$ cat config.mk
export PLATFORM = sky130hd
export DESIGN_NAME = load_store_unit
export DESIGN_NICKNAME = d
export VERILOG_FILES = /design/src/rtl/kgp_mem_pkg.sv /design/src/rtl/lsu_align.sv /design/src/rtl/load_store_unit.sv
export SDC_FILE = /design/constraint.sdc
export NUM_CORES = 1
export LEC_CHECK = 0
export CAP_MARGIN = 10
export CORE_ASPECT_RATIO = 1.2
export CORE_MARGIN = 2
export CORE_UTILIZATION = 35
export CTS_CLUSTER_DIAMETER = 30
export DETAILED_ROUTE_END_ITERATION = 10
export GPL_TIMING_DRIVEN = 0
export PLACE_DENSITY_LB_ADDON = 0.3
export SLEW_MARGIN = 20
export SYNTH_ARGS = -nofsm -noshare
export SYNTH_HDL_FRONTEND = slang
export SYNTH_SLANG_ARGS = --single-unit
$ cat constraint.sdc
create_clock -name clka -period 3.3 [get_ports clka]
set_input_delay 0.66 -clock clka [delete_from_list [all_inputs] [get_ports clka]]
set_output_delay 0.66 -clock clka [all_outputs]
set_load 0.05 [all_outputs]
$ cat src/rtl/kgp_mem_pkg.sv
// Shared encodings for the load/store path: access sizes, LSU state type,
// and the little-endian byte-lane mask helper.
package kgp_mem_pkg;

  localparam logic [1:0] SZ_BYTE = 2'b00;
  localparam logic [1:0] SZ_HALF = 2'b01;
  localparam logic [1:0] SZ_WORD = 2'b10;  // 2'b11 is reserved and treated as word

  typedef enum logic [1:0] {
    IDLE,
    ACCESS,
    WAIT,
    DONE
  } lsu_state_t;

  function automatic logic [3:0] lane_mask(input logic [1:0] size, input logic [1:0] lo);
    case (size)
      SZ_BYTE: lane_mask = 4'b0001 << lo;
      SZ_HALF: lane_mask = lo[1] ? 4'b1100 : 4'b0011;
      default: lane_mask = 4'b1111;
    endcase
  endfunction

endpackage

$ cat src/rtl/lsu_align.sv
// Combinational lane logic shared by the store and load paths:
// write-lane mask, store-data replication, load extract and extension.
module lsu_align
  import kgp_mem_pkg::*;
(
  input  logic [1:0]  size,
  input  logic [1:0]  addr_lo,
  input  logic        is_signed,
  input  logic [31:0] wdata,
  input  logic [31:0] douta,
  output logic [3:0]  wea_mask,
  output logic [31:0] dina,
  output logic [31:0] rdata
);

  logic [7:0]  ld_byte;
  logic [15:0] ld_half;

  assign wea_mask = lane_mask(size, addr_lo);
  assign ld_byte  = douta[{addr_lo, 3'b000} +: 8];
  assign ld_half  = douta[{addr_lo[1], 4'b0000} +: 16];

  // Replicate store data across lanes and extend the selected load field.
  always_comb begin
    case (size)
      SZ_BYTE: begin
        dina  = {4{wdata[7:0]}};
        rdata = {{24{is_signed & ld_byte[7]}}, ld_byte};
      end
      SZ_HALF: begin
        dina  = {2{wdata[15:0]}};
        rdata = {{16{is_signed & ld_half[15]}}, ld_half};
      end
      default: begin
        dina  = wdata;
        rdata = douta;
      end
    endcase
  end

endmodule

$ cat src/rtl/load_store_unit.sv
// Load/store unit between the execute stage and a BRAM-style data memory.
// Optional feature: define MISALIGN_TRAP_EN to report misaligned accesses via
// rsp_err instead of silently aligning them.
module load_store_unit
  import kgp_mem_pkg::*;
#(
  parameter int unsigned RD_LATENCY = 1,
  parameter int unsigned AW         = 32
) (
  input  logic          clka,
  input  logic          rst_n,
  input  logic          req_valid,
  output logic          req_ready,
  input  logic          req_is_store,
  input  logic [1:0]    req_size,
  input  logic          req_signed,
  input  logic [AW-1:0] req_addr,
  input  logic [31:0]   req_wdata,
  output logic [3:0]    mem_wea,
  output logic [31:0]   mem_addra,
  output logic [31:0]   mem_dina,
  input  logic [31:0]   mem_douta,
  output logic          rsp_valid,
  output logic [31:0]   rsp_rdata,
  output logic          rsp_err
);

  localparam logic [1:0] WAIT_INIT = (RD_LATENCY > 1) ? 2'(RD_LATENCY - 2) : 2'd0;

  lsu_state_t  state, state_d;
  logic [1:0]  cnt;
  logic        l_store, l_signed;
  logic [1:0]  l_size, l_lo;
  logic        accept, busy, trap, capture;
  logic [1:0]  req_lo;
  logic [1:0]  a_size, a_lo;
  logic        a_signed;
  logic [3:0]  al_mask;
  logic [31:0] al_dina, al_rdata;

  assign req_ready = (state == IDLE) || (state == DONE);
  assign accept    = req_valid & req_ready;
  assign busy      = ~req_ready;
  assign rsp_valid = (state == DONE);

  // Force the low address bits to the natural alignment of the access size.
  always_comb begin
    case (req_size)
      SZ_BYTE: req_lo = req_addr[1:0];
      SZ_HALF: req_lo = {req_addr[1], 1'b0};
      default: req_lo = 2'b00;
    endcase
  end

`ifdef MISALIGN_TRAP_EN
  logic misaligned;
  assign misaligned = (req_size == SZ_BYTE) ? 1'b0 :
                      (req_size == SZ_HALF) ? req_addr[0] : (req_addr[1:0] != 2'b00);
  assign trap = accept & misaligned;
`else
  assign trap = 1'b0;
`endif

  // One aligner serves both paths: incoming request fields while accepting
  // (store mask/data), latched fields while an access is in flight (load extract).
  assign a_size   = busy ? l_size   : req_size;
  assign a_lo     = busy ? l_lo     : req_lo;
  assign a_signed = busy ? l_signed : req_signed;

  lsu_align u_align (
    .size      (a_size),
    .addr_lo   (a_lo),
    .is_signed (a_signed),
    .wdata     (req_wdata),
    .douta     (mem_douta),
    .wea_mask  (al_mask),
    .dina      (al_dina),
    .rdata     (al_rdata)
  );

  // Next-state logic; capture marks the edge on which load data is taken.
  always_comb begin
    state_d = state;
    capture = 1'b0;
    case (state)
      IDLE, DONE: begin
        if (accept) state_d = trap ? DONE : ACCESS;
        else        state_d = IDLE;
      end
      ACCESS: begin
        if (l_store) begin
          state_d = DONE;
        end else if (RD_LATENCY <= 1) begin
          state_d = DONE;
          capture = 1'b1;
        end else begin
          state_d = WAIT;
        end
      end
      WAIT: begin
        if (cnt == 2'd0) begin
          state_d = DONE;
          capture = 1'b1;
        end
      end
      default: state_d = IDLE;
    endcase
  end

  // State register.
  always_ff @(posedge clka or negedge rst_n) begin
    if (!rst_n) state <= IDLE;
    else        state <= state_d;
  end

  // Request latches, registered memory interface, latency counter, load result.
  always_ff @(posedge clka or negedge rst_n) begin
    if (!rst_n) begin
      cnt       <= '0;
      l_store   <= 1'b0;
      l_signed  <= 1'b0;
      l_size    <= '0;
      l_lo      <= '0;
      mem_wea   <= '0;
      mem_addra <= '0;
      mem_dina  <= '0;
      rsp_rdata <= '0;
    end else begin
      mem_wea <= '0;
      if (accept && !trap) begin
        l_store   <= req_is_store;
        l_size    <= req_size;
        l_signed  <= req_signed;
        l_lo      <= req_lo;
        mem_addra <= 32'(req_addr[AW-1:2]);
        mem_dina  <= al_dina;
        if (req_is_store) mem_wea <= al_mask;
      end
      if (state == ACCESS)    cnt <= WAIT_INIT;
      else if (state == WAIT) cnt <= cnt - 2'd1;
      if (trap || (state == ACCESS && l_store)) rsp_rdata <= '0;
      else if (capture)                         rsp_rdata <= al_rdata;
    end
  end

`ifdef MISALIGN_TRAP_EN
  // Error flag follows each accepted request and is held with the response.
  always_ff @(posedge clka or negedge rst_n) begin
    if (!rst_n)      rsp_err <= 1'b0;
    else if (accept) rsp_err <= trap;
  end
`else
  assign rsp_err = 1'b0;
`endif

endmodule
# == Word-level counts from Yosys, hierarchy flattened ==
# Index checks and enable logic that the tools add are counted.
# totals
regBits,108
n_memories,0
in_bits,103
out_inout_bits,103
wordCells,52
mem_bits_ro,0
mem_bits_rw,0
latch_bits,0
# classes
mul,0
muxes,20
order_cmp,0
n_reduce_logical,9
addsub,1
n_shift,3
eq_ne,6
bitwise,3
div_mod_pow,0
# ops
operator,n
32-bit case mux with 2 select lines,2
32-bit two-way mux,2
32-bit by 6-bit variable part select with 16-bit output,1
32-bit by 6-bit variable part select with 8-bit output,1
4-bit two-way mux,3
2-bit two-way mux,5
2-bit logical NOT,4
4-bit case mux with 2 select lines,1
2-bit by 1-bit == test with 1-bit output (second input constant),3
2-bit case mux with 3 select lines,1
2-bit == test (second input constant),2
1-bit two-way mux,4
2-bit case mux with 2 select lines,1
2-bit nonzero test,2
1-bit by 2-bit << shifter with 4-bit output (first input constant),1
1-bit AND,3
2-bit inequality test (second input constant),1
1-bit case mux with 2 select lines,1
2-bit OR reduction,1
2-bit by 1-bit subtractor with 2-bit output (second input constant),1
1-bit logical AND,1
1-bit logical OR,1

# == Logic depth before layout (Yosys ltp) ==
# Gate-level depths: netlist of the first run.
# logic_depth
word_depth,8
depth_mapped,10
depth_no_buf,7

# == Cells and area by module ==
# A second synthesis of the first run with hierarchy kept.
# hier_totals
cells_unflattened,600
hier_area_um2,5600.4
# by_module_without_submodules
mod,cells_per_inst,instances,area_per_inst_um2
load_store_unit,444,1,4495.6
lsu_align,156,1,1104.8

# == Worst setup path after synthesis of the first run ==
# Ideal clock, no wire load.
# synth_timing
kind,reg2reg
from,reg state[0]
to,reg rsp_rdata[6]
setup_time_ns,0.127
arrival_time_ns,2.536
required_time_ns,3.173
stages_incl_launch_ff,10
period_less_slack_ns,2.663
path_slack_ns,0.637
cell_sequence,dfrtp_1 -> inv_1 -> ha_1 -> buf_4 -> and2b_1 -> nor2_4 -> buf_1 -> mux4_2 -> a222oi_1 -> inv_1
# synth_via
elab_chain_len,7
# synth_lines
item,line,rtl
from (decl),load_store_unit.sv:30,"lsu_state_t state, state_d;"
from (signal assigned),load_store_unit.sv:113,else state <= state_d;
2-bit == test / 2-bit logical NOT (equally long branches),load_store_unit.sv:41,assign req_ready = (state == IDLE) || (state == DONE);
1-bit logical OR (*),load_store_unit.sv:41,
named net req_ready,load_store_unit.sv:13,"output logic req_ready,"
2-bit two-way mux (on tied branches),"load_store_unit.sv:67, load_store_unit.sv:66",
"32-bit by 6-bit variable part select with 16-bit output, or another cell as far along",lsu_align.sv:21,"assign ld_half = douta[{addr_lo[1], 4'b0000} +: 16];"
32-bit case mux with 2 select lines (*),lsu_align.sv:25,case (size)
32-bit two-way mux (*),load_store_unit.sv:142,else if (capture) rsp_rdata <= al_rdata;
32-bit two-way mux (*),load_store_unit.sv:141,if (trap || (state == ACCESS && l_store)) rsp_rdata <= '0;
to (signal assigned),load_store_unit.sv:142,
to (decl),load_store_unit.sv:24,"output logic [31:0] rsp_rdata,"
# The timed path passes the listed nets; every way through them passes the cells marked *. The select of a mux whose other input is x is not followed.
# A chain may end at the register's enable or synchronous reset.

# == Worst setup path after layout of the first run ==
# layout_timing
from,in req_size[1]
to,reg rsp_rdata[6]
# layout_via
elab_chain_len,7
# layout_lines
item,line,rtl
from (decl),load_store_unit.sv:15,"input logic [1:0] req_size,"
2-bit by 1-bit == test with 1-bit output / 2-bit logical NOT (equally long branches),load_store_unit.sv:48,case (req_size)
2-bit case mux with 2 select lines,load_store_unit.sv:48,
2-bit two-way mux,load_store_unit.sv:67,assign a_lo = busy ? l_lo : req_lo;
32-bit by 6-bit variable part select with 16-bit output / 32-bit by 6-bit variable part select with 8-bit output (equally long branches),"lsu_align.sv:21, lsu_align.sv:20",
32-bit case mux with 2 select lines (*),lsu_align.sv:25,
32-bit two-way mux (*),load_store_unit.sv:142,
32-bit two-way mux (*),load_store_unit.sv:141,
# Every way passes the cells marked *; elsewhere a longest branch is shown, timed or not. The select of a mux whose other input is x is not followed.

==> results of run 1 <==
path summary, 6_finish.rpt:
path                               start       endpoint  cells after the start
min in group clka          rsp_rdata[23]  rsp_rdata[23]                      2
max                          req_size[1]   rsp_rdata[6]                      7
max reg2reg                     state[0]   rsp_rdata[6]                      9
min                                rst_n   mem_addra[1]                      1
min reg2reg                rsp_rdata[23]  rsp_rdata[23]                      2
max in group asynchronous          rst_n  mem_addra[15]                      2
cells in the mapped netlist:
library cell	count
and3b_4	1
a221oi_1	8
nor3_1	2
inv_1	21
o41ai_4	1
nand3_1	4
o2111ai_1	1
and2_1	3
o21ai_4	1
a21o_1	2
nand2_1	68
a211oi_2	2
mux2_2	34
dfrtp_1	108
ha_1	4
buf_6	3
a32oi_2	1
buf_1	4
o31ai_1	1
nor2_1	22
nand2b_1	5
nor2b_2	1
a32oi_1	8
buf_2	6
and3_1	7
buf_4	4
nor4b_1	1
o21ai_0	50
o21ai_2	11
mux2i_1	1
nor2_4	2
and2b_1	1
conb_1	1
o21ai_1	2
nand3b_1	3
a21boi_0	1
a222oi_1	7
a31o_2	1
a21oi_1	47
a31oi_1	10
mux4_2	7
clkbuf_1	20
sequential cells by signal, indices dropped and copies added (netlist names):
| register | cells |
|---|---|
| mem_addra | 30 |
| state | 2 |
| cnt | 2 |
| l_signed | 1 |
| l_store | 1 |
| rsp_rdata | 32 |
| l_size | 2 |
| mem_dina | 32 |
| mem_wea | 4 |
| l_lo | 2 |
logic make-up (layout without fill, tap and decap cells):
logic type | Yosys count | after routing | synth area share (%)
compound gates | 154 | 154 | 19.5
simple gates | 120 | 120 | 10.6
flops | 108 | 108 | 52.9
buf+inv | 58 | 277 | 5.14
mux | 42 | 42 | 10.8
fa+ha+maj | 4 | 4 | 0.979
other cells | 1 | 3 | 0.0734
metal layers:
layer | part of all wire, % | routed length, µm
met2 | 52 | 8540
met3 | 5.7 | 943
met4 | 2.0 | 337
met5 | 0 | 0
met1 | 41 | 6740
report_power, final:
part           total [µW]  internal, µW  leakage [µW]  switching [µW]
logic                6140          2100       0.00176            4040
clock network        1100           613      0.000146             489
registers            2290          1950       0.00135             343
total                9530          4660       0.00327            4870
worst register-to-register path: stages (launching register included):
cell,delay (ns)
dfrtp_1,0.39
inv_1,0.06
ha_1,0.29
buf_4,0.18
and2b_1,0.27
nor2_4,0.25
buf_1,0.38
mux4_2,0.37
a222oi_1,0.32
inv_1,0.07
per-stage QoR:
| step | setup TNS (ns) | total power [µW] | util (%) | instances |
|---|---|---|---|---|
| floorplan | 0 | 6400 | - | 489 |
| global placement | -268.65 | 8290 | 51.3 | 866 |
| detailed placement | 0 | 8450 | 51.5 | 867 |
| CTS | 0 | 9580 | 53.6 | 883 |
| global route | 0 | 10000 | 53.6 | 883 |
| finish | 0 | 9530 | 53.6 | 883 |
layout make-up:
class	count	area (µm²)	area share, %
repair buffers	203	2050	26.7
flip-flops and latches	108	2700	35.1
well taps	175	219	2.85
clock inverters	5	60.1	0.781
plain buffers	37	184	2.39
inverters	21	78.8	1.02
clock buffers	11	243	3.16
multi-input cells	323	2150	28.0
==> flow_summary.json, run 1 <==
{
  "status": "complete, no violations",
  "synth-seq-cells": 108,
  "relSlewSlack_pct": 56.6,
  "vias_per_cell": 5.35,
  "cts_made_buffers": 9,
  "track_usage_pct": 20.7,
  "hold_viol": 0,
  "post_cts_resized": 0,
  "reg2reg_slack_ns": 0.62,
  "dieHeight_um": 136,
  "fmax_mhz": 361,
  "place_ws_ns": 0.243,
  "period_share_pct": 83.8,
  "hold_slack_ns": 0.261,
  "fp.dieArea_um2": 15600,
  "path_cells": "clkdlybuf4s50_1 > and3b_4 > nor2_4 > buf_1 > mux4_2 > a222oi_1 > inv_1",
  "die_w_um": 114,
  "critical-path-top-delay-family": "buffers and inverters",
  "finalNetCount": 810,
  "fin_worst_skew_ns": 0.00873,
  "drt_iter0_drc": 424,
  "routedWlPerCell_um": 18.8,
  "yosysTopAreaCell": "dfrtp_1",
  "grt_pass1_wl_mm": 25.3,
  "synth_top_area_share_pct": 52.9,
  "vias": 4727,
  "maxSlewViolCount": 0,
  "dpl_cell_area_um2": 7390,
  "startpoint_type": "input pin",
  "gp_congestion": 0.832,
  "path_clk_slew_ns": 0.08,
  "path_buf_inv": 3,
  "critPathKind": "input pin to flip-flop",
  "drive_above_1_share_pct": 13.0,
  "fillers": 1278,
  "grtUsageMet2_pct": 36.2,
  "crit_path_top_delay_cell": "clkdlybuf4s50_1",
  "initial_core_util_pct": 35.6,
  "cts_sinks": 108,
  "tritoncts": "yes",
  "required_ns": 3.53,
  "area_growth_pct": 50.5,
  "first_pass_iters": 5,
  "drv_cap": 0,
  "core_area_um2": 14400,
  "netlist_instances": 487,
  "insertion_delay_ns": 0.34,
  "hold_path_class": "input pin to asynchronous set/reset pin",
  "post_cts_buffers": 0,
  "rows": 48,
  "period_minus_slack_ns": 2.77,
  "finalSetupViolCount": 0,
  "synth_area_leaders": "dfrtp_1 53%, mux2_2 7.5%, nand2_1 5.0%",
  "antenna_found_initial": 0,
  "synthDistinctLibCells": 42,
  "cts_max_level": 3,
  "final_common_cell": "clkdlybuf4s50_1",
  "syn_area_um2": 5110,
  "critPathArrivalTime_ns": 2.99,
  "cts_buffer_depth": 2,
  "portBuffers": 202,
  "grt_start_max_net_pins": 59,
  "crit_fanout": 10,
  "use_met3_pct": 2.72,
  "ant_nets": 0,
  "setup_slack_ns": 0.534,
  "met1_usage_pct": 26.1,
  "vdd_drop_max_v": 0.000412,
  "wl_mm": 16.6,
  "cp-end-kind": "flip-flop",
  "antennaDiodeCount": 0,
  "ios": 206,
  "pwr_density_cell_nw_per_um2": 1240,
  "cts_hold_repair.buffers": 0,
  "worst_pin_slew_ns": 0.651,
  "drc": 0,
  "clk_root_buffer_cell": "clkbuf_16",
  "yosysWarnings": 0,
  "final_cell_mix": "201 x clkdlybuf4s50_1, 108 x dfrtp_1, 68 x nand2_1",
  "ys_seq_area_share_pct": 52.9,
  "grt.busiest_layer": "met2",
  "p_leak_uw": 0.00327,
  "grt_pass1_vias": 4778,
  "postSynthAreaPerCell_um2": 10.5,
  "overflow": 0,
  "cp_slowest_stage_delay_ns": 0.66,
  "rsz0062_at_grt": "false",
  "hpwl_mm": 12.5,
  "design_area_um2": 7690
}
(Power assumes the default switching activity.)
==> run 2: changes to the inputs <==
clock period = 2.7 ns   (was 3.3 ns; I/O delays follow)
==> flow_summary.json, run 2 (synthesis gave the netlist of run 1 again) <==
{
  "status": "complete, no violations",
  "r2r_start": "state[0]",
  "portBuffers": 202,
  "cp-end-kind": "flip-flop",
  "r2r_cells": 9,
  "cp_slowest_stage_delay_ns": 0.52,
  "place_ws_ns": -0.237,
  "cts_buffer_depth": 2,
  "pwr_density_cell_nw_per_um2": 1510,
  "period_minus_slack_ns": 2.56,
  "reg2reg_slack_ns": 0.14,
  "antenna_found_initial": 0,
  "hpwl_mm": 12.5,
  "gp_congestion": 0.832,
  "rows": 48,
  "ios": 206,
  "path_cells": "inv_1 > ha_1 > buf_4 > buf_6 > a32oi_4 > buf_8 > mux4_2 > a222oi_1 > inv_1",
  "dpl_cell_area_um2": 7390,
  "tritoncts": "yes",
  "relSlewSlack_pct": 61.8,
  "wl_mm": 16.5,
  "fin_worst_skew_ns": 0.00676,
  "vias_per_cell": 5.32,
  "final_common_cell": "clkdlybuf4s50_1",
  "track_usage_pct": 20.7,
  "grt_start_max_net_pins": 59,
  "initial_core_util_pct": 35.6,
  "dpl.cell_count": 867,
  "routedWlPerCell_um": 18.7,
  "path_clk_slew_ns": 0.07,
  "cts_made_buffers": 9,
  "crit_fanout": 10,
  "core_area_um2": 14400,
  "vias": 4706,
  "drc": 0,
  "cpMostUsedCell": "inv_1",
  "fmax_mhz": 391,
  "area_growth_pct": 51.2,
  "finalSetupViolCount": 0,
  "critPathArrivalTime_ns": 2.78,
  "final_cell_mix": "201 x clkdlybuf4s50_1, 108 x dfrtp_1, 68 x nand2_1",
  "crit_path_top_delay_cell": "mux4_2",
  "overflow": 0,
  "top_regs": "mem_dina: 32 flops, rsp_rdata: 32 flops, mem_addra: 30 flops",
  "hold_path_class": "input pin to asynchronous set/reset pin",
  "grt_pass1_wl_mm": 25.3,
  "worst_pin_slew_ns": 0.571,
  "ant_nets": 0,
  "clk_root_buffer_cell": "clkbuf_16",
  "hold_slack_ns": 0.137,
  "totalPowerFinal_uw": 11700,
  "insertion_delay_ns": 0.34,
  "drt_iter0_drc": 465,
  "first_pass_iters": 5,
  "drv_cap": 0,
  "startpoint_type": "flip-flop",
  "p_leak_uw": 0.00328,
  "maxSlewViolCount": 0,
  "finalNetCount": 811,
  "rsz0062_at_grt": "true",
  "cts_max_level": 3,
  "design_area_um2": 7730,
  "antennaDiodeCount": 0,
  "period_share_pct": 94.7,
  "cts_sinks": 108,
  "required_ns": 2.92,
  "vdd_drop_max_v": 0.000505,
  "critPathKind": "flip-flop to flip-flop",
  "drive_above_1_share_pct": 13.8,
  "timing.rr.end": "rsp_rdata[1]",
  "dieHeight_um": 136,
  "hold_viol": 0,
  "fin_cells": 884,
  "setup_slack_ns": 0.143,
  "fp.dieArea_um2": 15600,
  "die_w_um": 114,
  "grt_pass1_vias": 4778
}
## run 2: what timing repair did
action,in CTS,in global routing
setup endpoints to repair,0,12
resized for setup,0,8
hold buffers,0,0
setup buffers,0,1
## run 2: worst max-delay path by stage
stage / start / end / slack [ns] / cells after the start
2_1_floorplan: state[0] / rsp_rdata[6] / 0.04 / 9
5_1_grt: state[0] / rsp_rdata[5] / -0.003 / 9
4_1_cts: state[0] / rsp_rdata[6] / 0.03 / 9
3_3_place_gp: rst_n / mem_addra[14] / -2.98 / 1
6_report: state[0] / rsp_rdata[1] / 0.14 / 9
3_5_place_dp: req_size[1] / rsp_rdata[6] / -0.24 / 7
## run 2: power breakdown
part | switching, µW | internal, µW
combinational | 4960 | 2590
clock | 596 | 750
sequential | 417 | 2380
## run 2: through the flow
stage	TNS, ns	util, %
2_1_floorplan	0	-
3_3_place_gp	-321.65	51.3
3_5_place_dp	-1.89	51.5
4_1_cts	0	53.6
5_1_grt	-0.00347	53.8
6_report	0	53.8
## run 2: cell type report
cell class                      count  area [µm²]
Buffer                             37         190
Clock buffer                       11         243
Clock inverter                      5        60.1
Fill cell                        1276        6630
Inverter                           21        78.8
Multi-Input combinational cell    323        2180
Sequential cell                   108        2700
Tap cell                          175         219
Timing Repair Buffer              204        2060
## run 2: worst max-delay path: cells and delay by family, from the launching register on
| family | cells | cell delay, ns |
|---|---|---|
| buf+inv | 5 | 0.65 |
| compound gates | 2 | 0.57 |
| mux | 1 | 0.52 |
| flops | 1 | 0.40 |
| fa+ha+maj | 1 | 0.31 |
## run 2: layer usage
layer,vias to the layer above,part of all wire [%],GRT usage [%]
li1,2165,-,-
met1,2293,40,26.1
met2,219,52,36.2
met3,29,6.4,2.72
met4,0,1.8,7.93
met5,-,0,0
